--- src/rtl/ifetch_if.sv ---
// ifetch_if: ICache request/return, backend redirect and decoder handshake of the fetch unit
interface ifetch_if;
  logic        fetch_able;
  logic [31:0] fetch_pc;
  logic        ic_hit;
  logic [31:0] ic_ins;
  logic [31:0] ic_pc;
  logic        flush;
  logic [31:0] flush_pc;
  logic        ins_valid;
  logic [31:0] ins_out;
  logic [31:0] ins_pc;
  logic        pred_taken;
  logic [31:0] pred_pc;
  logic        issue_ready;
  modport master (
    output fetch_able, fetch_pc, ins_valid, ins_out, ins_pc, pred_taken, pred_pc,
    input  ic_hit, ic_ins, ic_pc, flush, flush_pc, issue_ready
  );
  modport slave (
    input  fetch_able, fetch_pc, ins_valid, ins_out, ins_pc, pred_taken, pred_pc,
    output ic_hit, ic_ins, ic_pc, flush, flush_pc, issue_ready
  );
endinterface

--- src/rtl/ifetch_unit.sv ---
// ifetch_unit: static-predicting PC generator feeding an instruction FIFO to the decoder
module ifetch_unit #(
  parameter logic [31:0] RESET_PC    = 32'h0,
  parameter int          QUEUE_DEPTH = 4,
  parameter int          QUEUE_AW    = 2
) (
  input logic      clk_in,
  input logic      rst_in,
  input logic      rdy_in,
  ifetch_if.master bus
);
  typedef enum logic {FETCH, JALR_WAIT} state_t;
  state_t state, state_nx;
  logic [31:0] pc, next_pc, j_imm, b_imm;
  logic [QUEUE_AW:0] count;
  logic [QUEUE_AW-1:0] rd_ptr, wr_ptr;
  logic [31:0] ins_q [QUEUE_DEPTH];
  logic [31:0] pc_q [QUEUE_DEPTH];
  logic [31:0] pred_q [QUEUE_DEPTH];
  logic taken_q [QUEUE_DEPTH];
  logic jal, br_back, jalr, taken, push, pop, valid;
  always_comb begin
    jal = bus.ic_ins[6:0] == 7'b1101111;
    br_back = bus.ic_ins[6:0] == 7'b1100011 && bus.ic_ins[31];
    jalr = bus.ic_ins[6:0] == 7'b1100111;
    j_imm = {{11{bus.ic_ins[31]}}, bus.ic_ins[31], bus.ic_ins[19:12], bus.ic_ins[20], bus.ic_ins[30:21], 1'b0};
    b_imm = {{19{bus.ic_ins[31]}}, bus.ic_ins[31], bus.ic_ins[7], bus.ic_ins[30:25], bus.ic_ins[11:8], 1'b0};
    taken = jal | br_back;
    next_pc = pc + (jal ? j_imm : br_back ? b_imm : 32'd4);
    valid = count != '0;
    // count never exceeds QUEUE_DEPTH, so its MSB alone marks a full queue
    bus.fetch_able = rdy_in & ~rst_in & ~bus.flush & (state == FETCH) & ~count[QUEUE_AW];
    push = bus.fetch_able & bus.ic_hit & (bus.ic_pc == pc);
    pop = valid & bus.issue_ready;
    state_nx = bus.flush ? FETCH : (push && jalr) ? JALR_WAIT : state;
    bus.fetch_pc = pc;
    bus.ins_valid = valid;
    bus.ins_out = valid ? ins_q[rd_ptr] : '0;
    bus.ins_pc = valid ? pc_q[rd_ptr] : '0;
    bus.pred_pc = valid ? pred_q[rd_ptr] : '0;
    bus.pred_taken = valid & taken_q[rd_ptr];
  end
  always_ff @(posedge clk_in) begin
    if (rst_in) begin
      state <= FETCH;
      pc <= RESET_PC;
      count <= '0;
      rd_ptr <= '0;
      wr_ptr <= '0;
    end else if (rdy_in) begin
      state <= state_nx;
      if (bus.flush) begin
        pc <= bus.flush_pc;
        count <= '0;
        rd_ptr <= '0;
        wr_ptr <= '0;
      end else begin
        if (push) pc <= next_pc;
        if (push) wr_ptr <= wr_ptr + 1'b1;
        if (pop) rd_ptr <= rd_ptr + 1'b1;
        count <= count + {{QUEUE_AW{1'b0}}, push} - {{QUEUE_AW{1'b0}}, pop};
      end
    end
  end
  always_ff @(posedge clk_in) begin
    if (push) begin
      ins_q[wr_ptr] <= bus.ic_ins;
      pc_q[wr_ptr] <= pc;
      pred_q[wr_ptr] <= next_pc;
      taken_q[wr_ptr] <= taken;
    end
  end
endmodule
--- src/flat_wrapper.sv ---
// flat-port wrapper written by rule: the top's interface ports become plain ports
module ifetch_unit_flat 
#(
  parameter logic [31:0] RESET_PC    = 32'h0,
  parameter int          QUEUE_DEPTH = 4,
  parameter int          QUEUE_AW    = 2
)
  (clk_in, rst_in, rdy_in, bus_fetch_able, bus_fetch_pc, bus_ins_valid, bus_ins_out, bus_ins_pc, bus_pred_taken, bus_pred_pc, bus_ic_hit, bus_ic_ins, bus_ic_pc, bus_flush, bus_flush_pc, bus_issue_ready);
  ifetch_if bus_i ();
  input logic clk_in;
  input logic rst_in;
  input logic rdy_in;
  output wire logic [$bits(bus_i.fetch_able)-1:0] bus_fetch_able;
  output wire logic [$bits(bus_i.fetch_pc)-1:0] bus_fetch_pc;
  output wire logic [$bits(bus_i.ins_valid)-1:0] bus_ins_valid;
  output wire logic [$bits(bus_i.ins_out)-1:0] bus_ins_out;
  output wire logic [$bits(bus_i.ins_pc)-1:0] bus_ins_pc;
  output wire logic [$bits(bus_i.pred_taken)-1:0] bus_pred_taken;
  output wire logic [$bits(bus_i.pred_pc)-1:0] bus_pred_pc;
  input wire logic [$bits(bus_i.ic_hit)-1:0] bus_ic_hit;
  input wire logic [$bits(bus_i.ic_ins)-1:0] bus_ic_ins;
  input wire logic [$bits(bus_i.ic_pc)-1:0] bus_ic_pc;
  input wire logic [$bits(bus_i.flush)-1:0] bus_flush;
  input wire logic [$bits(bus_i.flush_pc)-1:0] bus_flush_pc;
  input wire logic [$bits(bus_i.issue_ready)-1:0] bus_issue_ready;
  assign bus_fetch_able = bus_i.fetch_able;
  assign bus_fetch_pc = bus_i.fetch_pc;
  assign bus_ins_valid = bus_i.ins_valid;
  assign bus_ins_out = bus_i.ins_out;
  assign bus_ins_pc = bus_i.ins_pc;
  assign bus_pred_taken = bus_i.pred_taken;
  assign bus_pred_pc = bus_i.pred_pc;
  assign bus_i.ic_hit = bus_ic_hit;
  assign bus_i.ic_ins = bus_ic_ins;
  assign bus_i.ic_pc = bus_ic_pc;
  assign bus_i.flush = bus_flush;
  assign bus_i.flush_pc = bus_flush_pc;
  assign bus_i.issue_ready = bus_issue_ready;
  ifetch_unit #(.RESET_PC(RESET_PC), .QUEUE_DEPTH(QUEUE_DEPTH), .QUEUE_AW(QUEUE_AW)) u_core (.clk_in(clk_in), .rst_in(rst_in), .rdy_in(rdy_in), .bus(bus_i));
endmodule
--- config.mk ---
export PLATFORM = sky130hd
export DESIGN_NAME = ifetch_unit_flat
export DESIGN_NICKNAME = d
export VERILOG_FILES = /design/src/rtl/ifetch_if.sv /design/src/rtl/ifetch_unit.sv /design/src/flat_wrapper.sv
export SDC_FILE = /design/constraint.sdc
export NUM_CORES = 1
export LEC_CHECK = 0
export CAP_MARGIN = 20
export CORE_AREA = 4 4 183 185
export DETAILED_ROUTE_END_ITERATION = 8
export DIE_AREA = 0 0 187 189
export PLACE_DENSITY = 0.9
export SLEW_MARGIN = 40
export SYNTH_ARGS = -nofsm -noshare
export SYNTH_HDL_FRONTEND = slang
export SYNTH_SLANG_ARGS = --single-unit
--- constraint.sdc ---
create_clock -name clk_in -period 13.86 [get_ports clk_in]
set_input_delay 4.158 -clock clk_in [delete_from_list [all_inputs] [get_ports clk_in]]
set_output_delay 4.158 -clock clk_in [all_outputs]
set_load 0.005 [all_outputs]
==> results_dict.tcl <==
set metrics [dict create \
    status "finished clean" \
    worstSetupStartpointType "input port" \
    std_cell_rows 66 \
    cts_setup_buffers 0 \
    path_max_fanout 34 \
    synth_fp_nets 1302 \
    vias_per_cell 6.262 \
    ys_seq_elements 426 \
    cts_tree "done" \
    final_common_cell "edfxtp_1" \
    layout_common_cells "edfxtp_1, clkdlybuf4s50_1, and2_1, mux4_2, nand2_1" \
    synth-simple-area-share_pct 8.875 \
    synth.avg_cell_area_um2 16.22 \
    grt_pass1_vias 11540 \
    synth_top_flop_cell "edfxtp_1" \
    drt-initial-drc-count 1230 \
    area_growth_pct 21.30 \
    top_layer_used "met4" \
    ir_drop_mv 0.08300 \
    slew_headroom_pct 44.11 \
    placed_cells 1756 \
    cts_resized 0 \
    synth_xor_xnor_area_share_pct 2.881 \
    cp-end-kind "output port" \
    start_util_pct 58.83 \
    setup_viol_count_final 0 \
    synth_top_family_by_area "multiplexers" \
    cts_root_buffer "clkbuf_16" \
    design.portCount 233 \
    power_density_mw_per_mm2 115.3 \
    dieWidth_um 187 \
    synth_top_area_share_pct 61.18 \
    synthMuxAreaShare_pct 11.95 \
    period_minus_slack_ns 9.988 \
    syn_area_mm2 0.01885 \
    timing.fmax_mhz 100.1 \
    p_leak_nw 7.940 \
    drc 0 \
    crit_family "buffers and inverters" \
    dr_wl_met3_mm 3.921 \
    required_ns 9.70 \
    drive_gt1_share_pct 14.73 \
    maxCapViolCount 0 \
    yosysSeqAreaShare_pct 65.64 \
    diodes 0 \
    first_pass_iters 5 \
    synthTopCellsByArea "edfxtp_1, mux4_2, dfxtp_1" \
    hold_buffers 0 \
    clkSinkCount 426 \
    ant_nets 0 \
    die_area_mm2 0.03534 \
    num_vias 11480 \
    coreArea_mm2 0.03204 \
    cp_slowest_cell "clkdlybuf4s50_1" \
    clkTransAtPathRegs_ns 0.06 \
    placement.io_buffers 232 \
    synth_area_leader_cell "edfxtp_1" \
    fin_crit_sh_pct 72.07 \
    yosys_warnings 0 \
    rrSetupSlack_ns 10.13 \
    antenna_found_initial 0 \
    tns_ns 0 \
    hold_violations 0 \
    m1WireLength_mm 19.19 \
    grt_overflow_total 0 \
    place_congestion 0.9164 \
    post-dp-hpwl_mm 30.60 \
    grt_max_degree 88 \
    track_usage_pct 26.35 \
    cp_slowest_stage_delay_ns 0.57 \
    wl_per_cell_um 25.68 \
    timing_worst_setup_path_type "input port to output port" \
    crit_top_cell "clkdlybuf4s50_1" \
    path_buf_inv 3 \
    wl_mm 47.09 \
    ys_async_sr_fraction_pct 0 \
    routed-wl-met2_mm 22.73 \
    synth_cell_type_count 66 \
    finalNetCount 1533 \
    worst_pin_slew_ns 0.8383 \
    critPathArrivalTime_ns 5.83 \
    htree_levels 2 \
    maxSlewViolCount 0 \
    hp-class "flip-flop to flip-flop" \
    synth-edff-count 384 \
    skew_ns 0.02265 \
    grt_pass1_wl_mm 71.19 \
    die_height_um 189 \
    cts_buffers 42 \
    cp_cell_sequence "clkdlybuf4s50_1 > buf_4 > nand2b_4 > nor4_4 > clkdlybuf4s50_1" \
    clockBufferDepth 3 \
    synth_fa_ha_area_share_pct 2.602 \
    synthCells 1162 \
    clk_latency_ns 0.54 \
    fin_cells 1834 \
    synth_compound_area_share_pct 5.908 \
    rsz0062_at_grt "no" \
]
## Yosys cell counts, types with 12 or more instances
| cell | count |
|---|---|
| inv_1 | 23 |
| xor2_1 | 37 |
| a21o_1 | 20 |
| o21ai_0 | 17 |
| nand3_1 | 18 |
| a311oi_2 | 15 |
| edfxtp_1 | 384 |
| dfxtp_1 | 42 |
| ha_1 | 36 |
| a21oi_1 | 34 |
| nor2_1 | 49 |
| nand2_1 | 59 |
| nor4_1 | 12 |
| and2_1 | 110 |
| o21a_1 | 13 |
| xnor2_1 | 25 |
| mux4_2 | 96 |
| clkbuf_1 | 40 |
## layout make-up
cell class | count | area [µm²]
Clock buffer | 60 | 1150
Multi-Input combinational cell | 650 | 6090
Timing Repair Buffer | 249 | 2489
Fill cell | 1927 | 9178
Inverter | 24 | 90.09
Tap cell | 408 | 510.5
Sequential cell | 426 | 12380
Clock inverter | 17 | 155.1
## report_power, final
group	internal (W)	switching [W]	total (W)
Clock	0.000619	0.000460	0.00108
Sequential	0.00141	0.0000175	0.00142
Combinational	0.0000597	0.0000741	0.000134
Total	0.00208	0.000551	0.00264
## worst paths after layout
kind,endpoint,depth (start not counted),startpoint
min,u_core.count[0],2,u_core.count[0]
max,bus_fetch_able,5,bus_flush
min reg2reg,u_core.count[0],2,u_core.count[0]
max reg2reg,u_core.pred_q[0][24],7,u_core.bus.fetch_pc[18]
## per-stage QoR
step	hold slack [ns]	setup WS [ns]	utilization [%]	area (µm²)	total power (W)
2_1_floorplan	0.4545	5.135	-	18850	0.001502
3_5_place_dp	0.4743	3.863	67.22	21540	0.001581
3_3_place_gp	0.4701	3.888	67.10	21500	0.001577
6_report	0.4977	3.872	71.36	22860	0.002635
5_1_grt	0.5304	3.810	71.36	22860	0.002718
4_1_cts	0.4976	3.852	71.29	22840	0.002649
## cell families (layout without fill, tap and decap cells)
kind of cell             Yosys count  after routing
flip-flops                       426            426
buffers and inverters             86            350
adder cells (fa/ha/maj)           38             38
multiplexers                     105            105
AO/OA/AOI/OAI                    143            143
AND/OR/NAND/NOR                  302            302
XOR/XNOR                          62             62
## metal layers
layer	vias up	global-route usage, %
met5	-	0
met4	0	7.224
met3	87	4.646
met2	608	42.40
met1	5834	38.04
li1	4955	-
## worst register-to-register path: stages (launching register included)
cell and delay, ns:
dfxtp_1 0.58, xor2_1 0.28, nor4_1 0.33, nand4_1 0.15
nor4_2 0.52, buf_4 0.27, and2_4 0.48, buf_6 0.65
## state kept, by name, summed over array words and instances (netlist names), named ones only
signal / count
u_core.rd_ptr: 2
u_core.bus.fetch_pc: 32
u_core.pred_q: 124
u_core.ins_q: 128
u_core.pc_q: 128
u_core.taken_q: 4
u_core.wr_ptr: 2
u_core.state: 1
u_core.count: 3
No activity file was read; power rests on OpenSTA's default activity.
==> RTL edit: new RTL, config.mk and constraints unchanged <==
`QUEUE_AW` is set to 2 in 2 places; all go to 3.
--- a/src/rtl/ifetch_unit.sv
+++ b/src/rtl/ifetch_unit.sv
@@ -2,7 +2,7 @@
 module ifetch_unit #(
   parameter logic [31:0] RESET_PC    = 32'h0,
   parameter int          QUEUE_DEPTH = 4,
-  parameter int          QUEUE_AW    = 2
+  parameter int          QUEUE_AW    = 3
 ) (
   input logic      clk_in,
   input logic      rst_in,
--- a/src/flat_wrapper.sv
+++ b/src/flat_wrapper.sv
@@ -3,7 +3,7 @@
 #(
   parameter logic [31:0] RESET_PC    = 32'h0,
   parameter int          QUEUE_DEPTH = 4,
-  parameter int          QUEUE_AW    = 2
+  parameter int          QUEUE_AW    = 3
 )
   (clk_in, rst_in, rdy_in, bus_fetch_able, bus_fetch_pc, bus_ins_valid, bus_ins_out, bus_ins_pc, bus_pred_taken, bus_pred_pc, bus_ic_hit, bus_ic_ins, bus_ic_pc, bus_flush, bus_flush_pc, bus_issue_ready);
   ifetch_if bus_i ();
Check against the original RTL: not settled (the Yosys comparison gave no result); the edit may change what the design does.
==> RTL edit against the original RTL <==
Setup slack worse by 0.097 ns. Combinational power decreased by 3%. Global-route usage grew 0.37 points. Wire length is 1.9% higher. Area after synthesis increased by 0.83%. Utilization rose by 1.1 points. Sequential cell count increased by 1. Maximum frequency down 0.96%. Cell area increased by 1.6%. Highest routed layer unchanged. Power increased by 3.8%.
==> RTL edit: results (changes against the original RTL) <==
status finished, final reports clean; post-synthesis xor/xnor area fraction 0.02857 (-0.0002371); CP Data Arrival Time 5.93 ns (+0.10 ns); Hold Path Stages 0 (-2); DP Wirelength 30820 µm (+0.71%); Clock power frac 0.430 (+0.021); GR Util met3 0.05402 (+0.007559); placed instance count 1793 (+2.1%); reg-to-reg endpoint u_core.bus.fetch_pc[25]; Fillers 1952 (+1.3%); Post-Syn Nets 1347 (+3.5%); most frequent cells after synthesis edfxtp_1, and2_1, mux4_2; worst setup path startpoint rdy_in; mux share of post-synthesis cell area 0.1222 (+0.002704); CP max FO 15 (-56%); Worst Hold Launch u_core.bus.fetch_pc[22]; # nets final 1575 (+2.7%); Num CTS Buffers 43 (+2.4%); Internal 2.173 mW (+4.3%); largest net degree at the start of global routing 100 (+14%); Worst Hold End u_core.pc_q[2][22]; Slew HR 0.4804 (+0.03928); Pre-antenna DRT Iters 6 (+1); crit-path max cell delay 0.75 ns (+0.18 ns); Pleak 8.129 nW (+2.4%); clk_skew 0.01644 ns (-0.006209 ns); WL met2 23060 µm (+1.5%); met1 usage 0.3727 (-0.007668); Worst R2R Setup Slack 10.15 ns (+0.02 ns); via count 11.84k (+3.1%); Cells after Synth 1204 (+3.6%)
==> RTL edit: changes by cell type after synthesis, moves of 6 or more <==
cell	change
a311oi_1	+9
a21o_1	-8
nand3b_1	-6
a211oi_2	-6
a31oi_1	+14
mux2i_1	+7
o21a_1	-11
a211oi_1	+18
a311oi_2	-15
and3_1	+6
nor2_1	+7
==> RTL edit: per-stage QoR <==
stage	setup slack, ns	cell area [µm²]	hold slack [ns]	total power, mW
global placement	3.843	21680	0.4574	1.578
global route	3.634	23220	0.5002	2.812
CTS	3.745	23170	0.4985	2.745
floorplan	5.083	19000	0.4453	1.502
detailed placement	3.754	21720	0.4841	1.581
finish	3.775	23220	0.4962	2.736
==> RTL edit: area by class of cell <==
class	instances	share of cell area
Clock buffer	51	0.04940
Sequential cell	427	0.5339
Inverter	23	0.003717
Timing Repair Buffer	249	0.1081
Clock inverter	26	0.01293
Multi-Input combinational cell	688	0.2700
Tap cell	408	0.02198
